[config.mk]
export PLATFORM = sky130hd
export DESIGN_NAME = vect_exec_unit_flat
export DESIGN_NICKNAME = d
export VERILOG_FILES = /design/src/rtl/vect_pkg.sv /design/src/rtl/vect_exec_unit_if.sv /design/src/rtl/vect_lane_alu.sv /design/src/rtl/vect_exec_unit.sv /design/src/flat_wrapper.sv
export SDC_FILE = /design/constraint.sdc
export NUM_CORES = 1
export LEC_CHECK = 0
export ABC_AREA = 1
export CORE_ASPECT_RATIO = 2
export CORE_MARGIN = 3
export CORE_UTILIZATION = 55
export CTS_BUF_LIST = sky130_fd_sc_hd__clkbuf_16
export CTS_CLUSTER_SIZE = 10
export DETAILED_ROUTE_END_ITERATION = 8
export PLACE_DENSITY = 0.81
export SETUP_SLACK_MARGIN = 0.02
export SYNTH_ARGS = -nofsm -noshare
export SYNTH_HDL_FRONTEND = slang
export SYNTH_SLANG_ARGS = --single-unit
[constraint.sdc]
create_clock -name clk -period 11.9 [get_ports clk]
set_input_delay 2.38 -clock clk [delete_from_list [all_inputs] [get_ports clk]]
set_output_delay 2.38 -clock clk [all_outputs]
set_load 0.02 [all_outputs]
[src/rtl/vect_pkg.sv]
// vect_pkg
//   Shared types for the lane-serial vector execute stage.
//   vop_t   : 3-bit lane operation code
//   state_t : execute FSM states
package vect_pkg;

  typedef enum logic [2:0] {
    VOP_ADD  = 3'b000,
    VOP_SUB  = 3'b001,
    VOP_AND  = 3'b010,
    VOP_OR   = 3'b011,
    VOP_XOR  = 3'b100,
    VOP_MUL  = 3'b101,
    VOP_SHL  = 3'b110,
    VOP_PASS = 3'b111
  } vop_t;

  typedef enum logic [1:0] {
    IDLE = 2'd0,
    RUN  = 2'd1,
    DONE = 2'd2
  } state_t;

endpackage

[src/rtl/vect_exec_unit_if.sv]
// vect_exec_unit_if
//   Operand/result bundle between the decode->execute pipeline register
//   and the vector execute stage.
//   master : pipeline side, drives start/op/ctrl_in/vect1/vect2,
//            receives result/ctrl_out/done/stall
//   slave  : execute stage, the mirror image
interface vect_exec_unit_if #(
  parameter int WIDTH        = 8,
  parameter int registerSize = 8,
  parameter int vectorSize   = 4
);
  import vect_pkg::*;

  logic                                     start;
  vop_t                                     op;
  logic [WIDTH-1:0]                         ctrl_in;
  logic [vectorSize-1:0][registerSize-1:0]  vect1;
  logic [vectorSize-1:0][registerSize-1:0]  vect2;
  logic [vectorSize-1:0][registerSize-1:0]  result;
  logic [WIDTH-1:0]                         ctrl_out;
  logic                                     done;
  logic                                     stall;

  modport master (
    output start, op, ctrl_in, vect1, vect2,
    input  result, ctrl_out, done, stall
  );

  modport slave (
    input  start, op, ctrl_in, vect1, vect2,
    output result, ctrl_out, done, stall
  );

endinterface

[src/rtl/vect_lane_alu.sv]
// vect_lane_alu
//   Combinational single-lane ALU shared by every lane of the vector.
//   a_i, b_i : lane operands (registerSize bits)
//   op_i     : operation (vop_t)
//   y_o      : lane result, modulo 2^registerSize, no flags
module vect_lane_alu
  import vect_pkg::*;
#(
  parameter int registerSize = 8
) (
  input  logic [registerSize-1:0] a_i,
  input  logic [registerSize-1:0] b_i,
  input  vop_t                    op_i,
  output logic [registerSize-1:0] y_o
);

  localparam int SHW = (registerSize > 1) ? $clog2(registerSize) : 1;

  // Only the low log2(registerSize) bits of b form the shift amount, so a
  // shift never exceeds the lane width.
  logic [SHW-1:0] shamt;
  assign shamt = b_i[SHW-1:0];

  // Every result is truncated to the lane width; carries are dropped.
  always_comb begin
    y_o = a_i;
    unique case (op_i)
      VOP_ADD:  y_o = a_i + b_i;
      VOP_SUB:  y_o = a_i - b_i;
      VOP_AND:  y_o = a_i & b_i;
      VOP_OR:   y_o = a_i | b_i;
      VOP_XOR:  y_o = a_i ^ b_i;
      VOP_MUL:  y_o = a_i * b_i;
      VOP_SHL:  y_o = a_i << shamt;
      VOP_PASS: y_o = a_i;
      default:  y_o = a_i;
    endcase
  end

endmodule

[src/rtl/vect_exec_unit.sv]
// vect_exec_unit
//   Lane-serial vector execute stage. Latches the operand vectors and control
//   word on an accepted start, runs one lane per clock through a shared lane
//   ALU, then publishes the whole result vector with a one-cycle done pulse.
//   clk    : rising-edge clock
//   reset  : asynchronous, active-high
//   bus    : slave side of vect_exec_unit_if
//            start/op/ctrl_in/vect1/vect2 in, result/ctrl_out/done/stall out
module vect_exec_unit
  import vect_pkg::*;
#(
  parameter int WIDTH        = 8,
  parameter int registerSize = 8,
  parameter int vectorSize   = 4
) (
  input  logic              clk,
  input  logic              reset,
  vect_exec_unit_if.slave   bus
);

  localparam int IW = (vectorSize > 1) ? $clog2(vectorSize) : 1;
  localparam logic [IW-1:0] LAST_LANE = IW'(vectorSize - 1);

  typedef logic [vectorSize-1:0][registerSize-1:0] vec_t;

  state_t            state_q, state_d;
  logic [IW-1:0]     idx_q;
  vec_t              opA_q, opB_q;
  vop_t              op_q;
  logic [WIDTH-1:0]  ctrl_q;
  vec_t              buf_q, buf_d;
  vec_t              result_q;
  logic [WIDTH-1:0]  ctrlOut_q;
  logic              done_q;
  logic              stall_q;
  logic              accept;
  logic [registerSize-1:0] laneY;

  vect_lane_alu #(
    .registerSize (registerSize)
  ) u_alu (
    .a_i  (opA_q[idx_q]),
    .b_i  (opB_q[idx_q]),
    .op_i (op_q),
    .y_o  (laneY)
  );

  // A new operation is taken from IDLE or from DONE; starts seen in RUN are
  // ignored because upstream is stalled and its register is not yet new.
  assign accept = bus.start && (state_q == IDLE || state_q == DONE);

  // Next state, plus the working buffer with the current lane written in.
  // buf_d feeds result directly so the last lane is visible in the same
  // cycle done is raised.
  always_comb begin
    state_d = state_q;
    buf_d   = buf_q;
    unique case (state_q)
      IDLE: if (bus.start) state_d = RUN;
      RUN: begin
        buf_d[idx_q] = laneY;
        if (idx_q == LAST_LANE) state_d = DONE;
      end
      DONE: state_d = bus.start ? RUN : IDLE;
      default: state_d = IDLE;
    endcase
  end

  // FSM, operand latches, lane counter and registered outputs. stall is
  // registered from the next state so it is high exactly while in RUN.
  always_ff @(posedge clk or posedge reset) begin
    if (reset) begin
      state_q   <= IDLE;
      idx_q     <= '0;
      opA_q     <= '0;
      opB_q     <= '0;
      op_q      <= VOP_ADD;
      ctrl_q    <= '0;
      buf_q     <= '0;
      result_q  <= '0;
      ctrlOut_q <= '0;
      done_q    <= 1'b0;
      stall_q   <= 1'b0;
    end else begin
      state_q <= state_d;
      stall_q <= (state_d == RUN);
      done_q  <= 1'b0;
      if (accept) begin
        opA_q  <= bus.vect1;
        opB_q  <= bus.vect2;
        op_q   <= bus.op;
        ctrl_q <= bus.ctrl_in;
        idx_q  <= '0;
      end
      if (state_q == RUN) begin
        buf_q <= buf_d;
        if (idx_q == LAST_LANE) begin
          result_q  <= buf_d;
          ctrlOut_q <= ctrl_q;
          done_q    <= 1'b1;
        end else begin
          idx_q <= idx_q + 1'b1;
        end
      end
    end
  end

  assign bus.result   = result_q;
  assign bus.ctrl_out = ctrlOut_q;
  assign bus.done     = done_q;
  assign bus.stall    = stall_q;

endmodule

[src/flat_wrapper.sv]
// flat-port wrapper written by rule: the top's interface ports become plain ports
module vect_exec_unit_flat import vect_pkg::*;
#(
  parameter int WIDTH        = 8,
  parameter int registerSize = 8,
  parameter int vectorSize   = 4
)
  (clk, reset, bus_start, bus_op, bus_ctrl_in, bus_vect1, bus_vect2, bus_result, bus_ctrl_out, bus_done, bus_stall);
  vect_exec_unit_if #(.WIDTH(WIDTH), .registerSize(registerSize), .vectorSize(vectorSize)) bus_i ();
  input  logic clk;
  input  logic reset;
  input wire logic [$bits(bus_i.start)-1:0] bus_start;
  input wire logic [$bits(bus_i.op)-1:0] bus_op;
  input wire logic [$bits(bus_i.ctrl_in)-1:0] bus_ctrl_in;
  input wire logic [$bits(bus_i.vect1)-1:0] bus_vect1;
  input wire logic [$bits(bus_i.vect2)-1:0] bus_vect2;
  output wire logic [$bits(bus_i.result)-1:0] bus_result;
  output wire logic [$bits(bus_i.ctrl_out)-1:0] bus_ctrl_out;
  output wire logic [$bits(bus_i.done)-1:0] bus_done;
  output wire logic [$bits(bus_i.stall)-1:0] bus_stall;
  assign bus_i.start = bus_start;
  assign bus_i.op = bus_op;
  assign bus_i.ctrl_in = bus_ctrl_in;
  assign bus_i.vect1 = bus_vect1;
  assign bus_i.vect2 = bus_vect2;
  assign bus_result = bus_i.result;
  assign bus_ctrl_out = bus_i.ctrl_out;
  assign bus_done = bus_i.done;
  assign bus_stall = bus_i.stall;
  vect_exec_unit #(.WIDTH(WIDTH), .registerSize(registerSize), .vectorSize(vectorSize)) u_core (.clk(clk), .reset(reset), .bus(bus_i));
endmodule
==> results.sh, run 1 <==
export IMPL_core_um2=15100
export IMPL_r2r_cells=27
export IMPL_crit_top_cell="inv_1"
export IMPL_min_period_over_period_pct=51.0
export IMPL_nets=1253
export IMPL_rows=63
export IMPL_synthArstFlopShare_pct=100
export IMPL_layout_drive_gt1_share_pct=13.1
export IMPL_fmax_mhz=165
export IMPL_cts_hold_buf=0
export IMPL_routedWlPerCell_um=17.3
export IMPL_status="completed"
export IMPL_drtAntennaViolNets=0
export IMPL_drc=0
export IMPL_tightest_slew_ps=1040
export IMPL_synth_edf_count=0
export IMPL_numCtsBuffers=17
export IMPL_netlist_area_um2=8560
export IMPL_most_common_layout_cells="317 x nand2_1, 145 x dfrtp_1, 119 x clkdlybuf4s50_1"
export IMPL_netlist_instances=1014
export IMPL_fill_cells=1213
export IMPL_drv_cap=0
export IMPL_via_count=7326
export IMPL_clock_root_buffer="clkbuf_16"
export IMPL_port_buffers=119
export IMPL_cpMaxStageDelayCell="dfrtp_1"
export IMPL_cpPeakStageDelay_ps=850
export IMPL_grt_pass1_vias=7705
export IMPL_ios=120
export IMPL_rsz0062_at_grt="false"
export IMPL_synthTopCellsByArea="dfrtp_1 42%, nand2_1 14%, mux2_2 7.8%, ha_1 6.6%, nand3_1 4.3%"
export IMPL_firstDrtPassIters=6
export IMPL_grt_use_total_pct=28.5
export IMPL_layout_commonest_cell="nand2_1"
export IMPL_cts_resized_gates=0
export IMPL_ys_types=44
export IMPL_cts_clk_slew_worst_paths_ps=60
export IMPL_antennaDiodeCount=0
export IMPL_synth_seq_cells=145
export IMPL_grt_overflow_total=0
export IMPL_netlist_area_leader_share_pct=42.4
export IMPL_tns_ps=0
export IMPL_die_height_um=182
export IMPL_die_width_um=94.2
export IMPL_end_kind="register"
export IMPL_yosysTopAreaCell="dfrtp_1"
export IMPL_cp_arrival_ps=6390
export IMPL_clk_latency_ps=430
export IMPL_initial_utilization_pct=56.9
export IMPL_grt_pass1_wl_mm=37.9
export IMPL_yosysSeqAreaShare_pct=42.4
export IMPL_cts_sink_count=145
export IMPL_antenna_found_initial=0
export IMPL_cts_tree="yes"
export IMPL_clockBufferDepth=2
export IMPL_synth_fp_nets=1150
export IMPL_hold_violations=0
export IMPL_multi_input_area_um2=4390
export IMPL_start_kind="register"
export IMPL_h_tree_depth=4
export IMPL_drt_iter0_drc=426
export IMPL_vias_per_cell=5.53
export IMPL_seq_area_um2=3630
export IMPL_path_class="reg2reg"
export IMPL_gp_congestion=1.02
export IMPL_grt_max_degree=95
export IMPL_clock_skew_ps=13.8
export IMPL_report_final_slew_viol_count=0
export IMPL_slew_headroom_pct=30.5
export IMPL_required_ps=12220
export IMPL_synthFlopType="dfrtp_1"
export IMPL_yosysWarnings=0
export IMPL_setup_viol=0
export IMPL_cp_max_fo=23
export IMPL_holdPathStages=2
export IMPL_hp_class="reg2reg"
export IMPL_wl_mm=22.9
export IMPL_syn2layout_area_growth_pct=21.0
export IMPL_dp_hpwl_mm=17.1
export IMPL_post_cts_setup_buffers=0
export IMPL_synth_area_per_cell_um2=8.45
export IMPL_dieArea_um2=17200
export IMPL_fin_crit_ps=6070
## state kept, by name, indices dropped and copies added, names as in the netlist
name and flops:
u_core.bus.result 32, u_core.buf_q 24, u_core.ctrl_q 8, u_core.idx_q 2
u_core.op_q 3, u_core.bus.ctrl_out 8, u_core.bus.done 1, u_core.bus.stall 1
u_core.state_q 2, u_core.opA_q 32, u_core.opB_q 32
## kinds of logic (layout without fill, tap and decap cells)
family	after synthesis	count (layout)	synth area share, %
adders and majority gates	58	58	9.61
muxes	59	59	7.76
DFF	145	145	42.4
buffers and inverters	129	245	6.54
and+or+nand+nor	498	498	24.9
xor gates and xnor gates	14	14	1.43
AOI/OAI and AO/OA	111	111	7.38
## layer usage
metal  track usage [%]  wire length [µm]  up-vias
met5                 0                 0        -
met1              30.0              8110     3497
met3              4.17               900       82
met2              52.1             12500      260
met4              16.8              1410        0
li1                  -                 -     3487
## metrics by stage
step	setup slack [ps]	instance area [µm²]	hold slack (ps)	instances	util, %
after floorplan	5630	8560	441	1014	-
after global placement	6070	9830	450	1293	65.3
after detailed placement	5870	9830	456	1293	65.3
after CTS	5840	10400	468	1325	68.8
after global routing	5330	10400	496	1325	68.8
final	5830	10400	469	1325	68.8
## final cells by class
cell class / instances / area share, %
Clock inverter: 15 / 1.07
Timing Repair Buffer: 123 / 11.8
Clock buffer: 17 / 4.10
Inverter: 90 / 3.36
Sequential cell: 145 / 35.0
Multi-Input combinational cell: 740 / 42.3
Tap cell: 195 / 2.35
## synthesized netlist by cell type (7+ instances only)
master    count
fa_1         13
nand2_2      15
buf_2         9
xor2_1       11
o21ai_1       7
dfrtp_1     145
a21oi_1      35
mux2_2       59
inv_1        83
nor2_1       51
or2_2        17
nand2_1     318
o21ai_0      42
clkbuf_1     21
nand3_1      74
ha_1         45
## worst paths after layout
path,from,endpoint,slack [ps]
worst max-delay path,u_core.idx_q[1],u_core.bus.result[23],5830
worst min-delay path,u_core.bus.ctrl_out[5],u_core.bus.ctrl_out[5],470
worst max register to register,u_core.idx_q[1],u_core.bus.result[23],5830
worst min register to register,u_core.bus.ctrl_out[5],u_core.bus.ctrl_out[5],470
max in group asynchronous,reset,u_core.bus.result[20],8130
min in group asynchronous,reset,u_core.opA_q[23],2420
## critical path, delay by kind of cell, from the launching register on
family	cells	cell delay [ps]
adder cells (fa/ha/maj)	5	2280
AND/OR/NAND/NOR	12	1350
buffers and inverters	8	1170
flip-flops	1	850
AO/OA/AOI/OAI	2	260
Power of run 1 is not shown: default switching activity piles up to over one toggle a cycle in this logic, so the estimate is an artifact.
==> run 2: changes to the inputs <==
==> constraint.sdc (replaced) <==
create_clock -name clk -period 6.24 [get_ports clk]
set_input_delay 1.248 -clock clk [delete_from_list [all_inputs] [get_ports clk]]
set_output_delay 1.248 -clock clk [all_outputs]
set_load 0.02 [all_outputs]
==> run 2 against run 1 <==
  * Register-to-register slack got worse by 5200 ps
  * Critical path depth grew 2
  * Final area increased by 0.80%
  * Count of clock-buffer cells in the layout unchanged
  * Worst setup slack worse by 5200 ps
  * Sequential cell count is the same
  * Clock skew fell by 1.9 ps
  * Worst hold slack better by 1.9 ps
  * First-iteration DRC count decreased by 5.4%
==> results.sh, run 2 (synthesis gave the netlist of run 1 again) <==
export IMPL_syn2layout_area_growth_pct=22.0
export IMPL_cts_hold_buf=0
export IMPL_cpPeakStageDelay_ps=700
export IMPL_fin_area_um2=10400
export IMPL_grt_overflow_total=0
export IMPL_rsz0062_at_grt="false"
export IMPL_dpl_cell_area_um2=9860
export IMPL_nets=1257
export IMPL_required_ps=6550
export IMPL_cp_max_fo=23
export IMPL_min_period_over_period_pct=89.2
export IMPL_grt_max_degree=99
export IMPL_h_tree_depth=4
export IMPL_initial_utilization_pct=56.9
export IMPL_timing_hold_ws_ps=471
export IMPL_routedWlPerCell_um=17.0
export IMPL_tightest_slew_ps=861
export IMPL_clk_latency_ps=430
export IMPL_post_cts_setup_buffers=0
export IMPL_die_height_um=182
export IMPL_rows=63
export IMPL_path_class="reg2reg"
export IMPL_antenna_found_initial=0
export IMPL_clockBufferDepth=2
export IMPL_ios=120
export IMPL_slew_headroom_pct=42.6
export IMPL_gp_congestion=1.02
export IMPL_drc=0
export IMPL_cp_arrival_ps=5880
export IMPL_die_width_um=94.2
export IMPL_dp_hpwl_mm=17.0
export IMPL_numCtsBuffers=17
export IMPL_cts_sink_count=145
export IMPL_layout_commonest_cell="nand2_1"
export IMPL_wl_mm=22.6
export IMPL_fin_crit_ps=5560
export IMPL_vias_per_cell=5.47
export IMPL_dieArea_um2=17200
export IMPL_cts_tree="yes"
export IMPL_post_place_ws_ps=705
export IMPL_end_kind="register"
export IMPL_grt_pass1_wl_mm=37.0
export IMPL_grt_pass1_vias=7609
export IMPL_start_kind="register"
export IMPL_firstDrtPassIters=6
export IMPL_status="completed"
export IMPL_drtAntennaViolNets=0
export IMPL_multi_input_area_um2=4390
export IMPL_drt_iter0_drc=403
export IMPL_hold_violations=0
export IMPL_report_final_slew_viol_count=0
export IMPL_core_um2=15100
export IMPL_seq_area_um2=3630
export IMPL_cpMaxStageDelayCell="dfrtp_1"
export IMPL_grt_use_total_pct=27.7
export IMPL_crit_top_cell="nand2_1"
export IMPL_cts_resized_gates=0
export IMPL_via_count=7269
export IMPL_tns_ps=0
export IMPL_layout_drive_gt1_share_pct=13.6
export IMPL_most_common_layout_cells="317 x nand2_1, 145 x dfrtp_1, 119 x clkdlybuf4s50_1"
export IMPL_layout_setup_ws_ps=676
export IMPL_drv_cap=0
export IMPL_fill_cells=1252
export IMPL_port_buffers=119
export IMPL_clock_root_buffer="clkbuf_16"
export IMPL_cts_clk_slew_worst_paths_ps=60
export IMPL_hp_class="reg2reg"
export IMPL_setup_viol=0
export IMPL_antennaDiodeCount=0
export IMPL_clock_skew_ps=11.8
export IMPL_fmax_mhz=180
## run 2: layout make-up
class	count	area share, %
clock inverters	15	1.57
multi-input cells	740	42.0
clock buffers	17	4.07
well taps	195	2.34
inverters	90	3.33
repair buffers	127	12.0
flip-flops and latches	145	34.7
## run 2: worst max-delay path: cells and delay by family (launching register included)
kind                       cells  cell delay (ps)
buffers and inverters          8              750
DFF                            1              700
adders and majority gates      6             2360
and+or+nand+nor               13             1380
AOI/OAI and AO/OA              2              250
## run 2: final timing paths
kind | start | to | depth (start not counted) | slack, ps
setup reg to reg | u_core.idx_q[0] | u_core.buf_q[15] | 29 | 680
min in group asynchronous | reset | u_core.bus.ctrl_out[0] | 2 | 1380
hold reg to reg | u_core.ctrl_q[1] | u_core.bus.ctrl_out[1] | 2 | 470
setup / recovery | u_core.idx_q[0] | u_core.buf_q[15] | 29 | 680
max in group asynchronous | reset | u_core.buf_q[16] | 3 | 3700
hold / removal | u_core.ctrl_q[1] | u_core.bus.ctrl_out[1] | 2 | 470
## run 2: stage by stage
step	utilization [%]	instances
after floorplan	-	1014
after global placement	65.5	1297
after detailed placement	65.5	1297
after CTS	69.4	1329
after global routing	69.4	1329
final	69.4	1329
## run 2: routing by layer
metal | GRT usage [%] | vias to the layer above | wire length [µm]
met3 | 3.09 | 72 | 790
met2 | 50.6 | 246 | 12600
met4 | 14.8 | 0 | 1150
met5 | 0 | - | 0
li1 | - | 3496 | -
met1 | 30.5 | 3455 | 8020
Power of run 2 is left out for the same reason.
==> run 3: changes to the inputs <==
==> constraint.sdc (replaced) <==
create_clock -name clk -period 5.3 [get_ports clk]
set_input_delay 1.06 -clock clk [delete_from_list [all_inputs] [get_ports clk]]
set_output_delay 1.06 -clock clk [all_outputs]
set_load 0.02 [all_outputs]
==> run 3 against run 2 <==
  * Highest routed layer unchanged
  * Non-clock buffer count rose by 10
  * Largest cell class unchanged
  * Worst setup slack got worse by 310 ps
  * Die area did not move
==> results.sh, run 3 (synthesis gave the netlist of run 1 again) <==
export IMPL_slew_headroom_pct=44.4
export IMPL_post_place_ws_ps=324
export IMPL_h_tree_depth=4
export IMPL_initial_utilization_pct=56.9
export IMPL_grt_pass1_wl_mm=38.5
export IMPL_met2_length_mm=12.9
export IMPL_wl_mm=23.9
export IMPL_clock_root_buffer="clkbuf_16"
export IMPL_clock_skew_ps=9.27
export IMPL_crit_top_cell="nand2_1"
export IMPL_hp_class="reg2reg"
export IMPL_layout_setup_ws_ps=367
export IMPL_status="completed"
export IMPL_tns_ps=0
export IMPL_numCtsBuffers=17
export IMPL_die_width_um=94.2
export IMPL_grt_overflow_total=0
export IMPL_path_class="reg2reg"
export IMPL_cts_tree="yes"
export IMPL_tightest_slew_ps=834
export IMPL_drc=0
export IMPL_rows=63
export IMPL_setup_viol=0
export IMPL_via_count=7279
export IMPL_grt_max_degree=93
export IMPL_dp_hpwl_mm=18.1
export IMPL_route_met3_wl_um=828
export IMPL_drv_cap=0
export IMPL_start_kind="register"
export IMPL_drtAntennaViolNets=0
export IMPL_drt_iter0_drc=261
export IMPL_most_common_layout_cells="317 x nand2_1, 144 x dfrtp_1, 119 x clkdlybuf4s50_1"
export IMPL_ios=120
export IMPL_routedWlPerCell_um=17.8
export IMPL_min_period_over_period_pct=93.1
export IMPL_cp_arrival_ps=5260
export IMPL_firstDrtPassIters=5
export IMPL_clockBufferDepth=2
export IMPL_required_ps=5620
export IMPL_grt_pass1_vias=7684
export IMPL_die_height_um=182
export IMPL_core_um2=15100
export IMPL_antennaDiodeCount=0
export IMPL_cp_max_fo=14
export IMPL_nets=1268
export IMPL_layout_commonest_cell="nand2_1"
export IMPL_fmax_mhz=203
export IMPL_hold_violations=0
export IMPL_port_buffers=119
export IMPL_cpMaxStageDelayCell="fa_1"
export IMPL_report_final_slew_viol_count=0
export IMPL_vias_per_cell=5.43
export IMPL_dieArea_um2=17200
export IMPL_cts_sink_count=145
export IMPL_wirelength_met1_mm=8.32
export IMPL_antenna_found_initial=0
export IMPL_routed_top_layer="met4"
export IMPL_gp_congestion=1.00
export IMPL_rsz0062_at_grt="false"
export IMPL_end_kind="register"
export IMPL_fin_crit_ps=4930
export IMPL_cpPeakStageDelay_ps=540
export IMPL_layout_drive_gt1_share_pct=14.3
export IMPL_cts_hold_buf=0
export IMPL_grt_use_total_pct=29.4
export IMPL_clk_latency_ps=430
export IMPL_cts_clk_slew_worst_paths_ps=60
export IMPL_syn2layout_area_growth_pct=23.5
run 3: worst paths after layout:
path,slack (ps),cells past startpoint,end,startpoint
worst max-delay path,370,29,u_core.buf_q[7],u_core.idx_q[0]
worst min-delay path,470,2,u_core.bus.ctrl_out[1],u_core.ctrl_q[1]
worst max register to register,370,29,u_core.buf_q[7],u_core.idx_q[0]
min in group asynchronous,1180,2,u_core.ctrl_q[2],reset
worst min register to register,470,2,u_core.bus.ctrl_out[1],u_core.ctrl_q[1]
max in group asynchronous,3230,3,u_core.bus.result[17],reset
run 3: layer usage:
| layer | GRT usage, % | vias to the layer above |
|---|---|---|
| met1 | 30.1 | 3428 |
| met2 | 53.1 | 228 |
| met3 | 4.54 | 103 |
| met4 | 20.1 | 0 |
| li1 | - | 3520 |
| met5 | 0 | - |
run 3: cell type report:
cell class,count,area [µm²]
inverter,90,348
timing repair inverter,1,5.00
timing repair buffer,137,1340
clock inverter,15,195
fill,1224,4480
multi-input combinational,740,4390
tap,195,244
sequential,145,3630
clock buffer,17,425
run 3: what timing repair did:
| item | 4_1_cts | 5_1_grt |
|---|---|---|
| setup endpoints to repair | 0 | 6 |
| buffers inserted | 0 | 0 |
| gates resized for setup | 0 | 7 |
run 3: stage by stage:
| step | instances | hold WS [ps] | area [µm²] | util [%] |
|---|---|---|---|---|
| global placement | 1307 | 453 | 9930 | 66.0 |
| floorplan | 1014 | 441 | 8560 | - |
| global route | 1340 | 501 | 10600 | 70.2 |
| CTS | 1339 | 467 | 10600 | 70.1 |
| finish | 1340 | 468 | 10600 | 70.2 |
| detailed placement | 1307 | 455 | 9930 | 66.0 |
run 3: critical path: cells and delay by family (launching register included):
family,cells,cell delay (ps)
fa+ha+maj,5,2240
simple gates,14,1180
compound gates,2,300
flops,1,460
buf+inv,8,660
Power of run 3 is left out for the same reason.
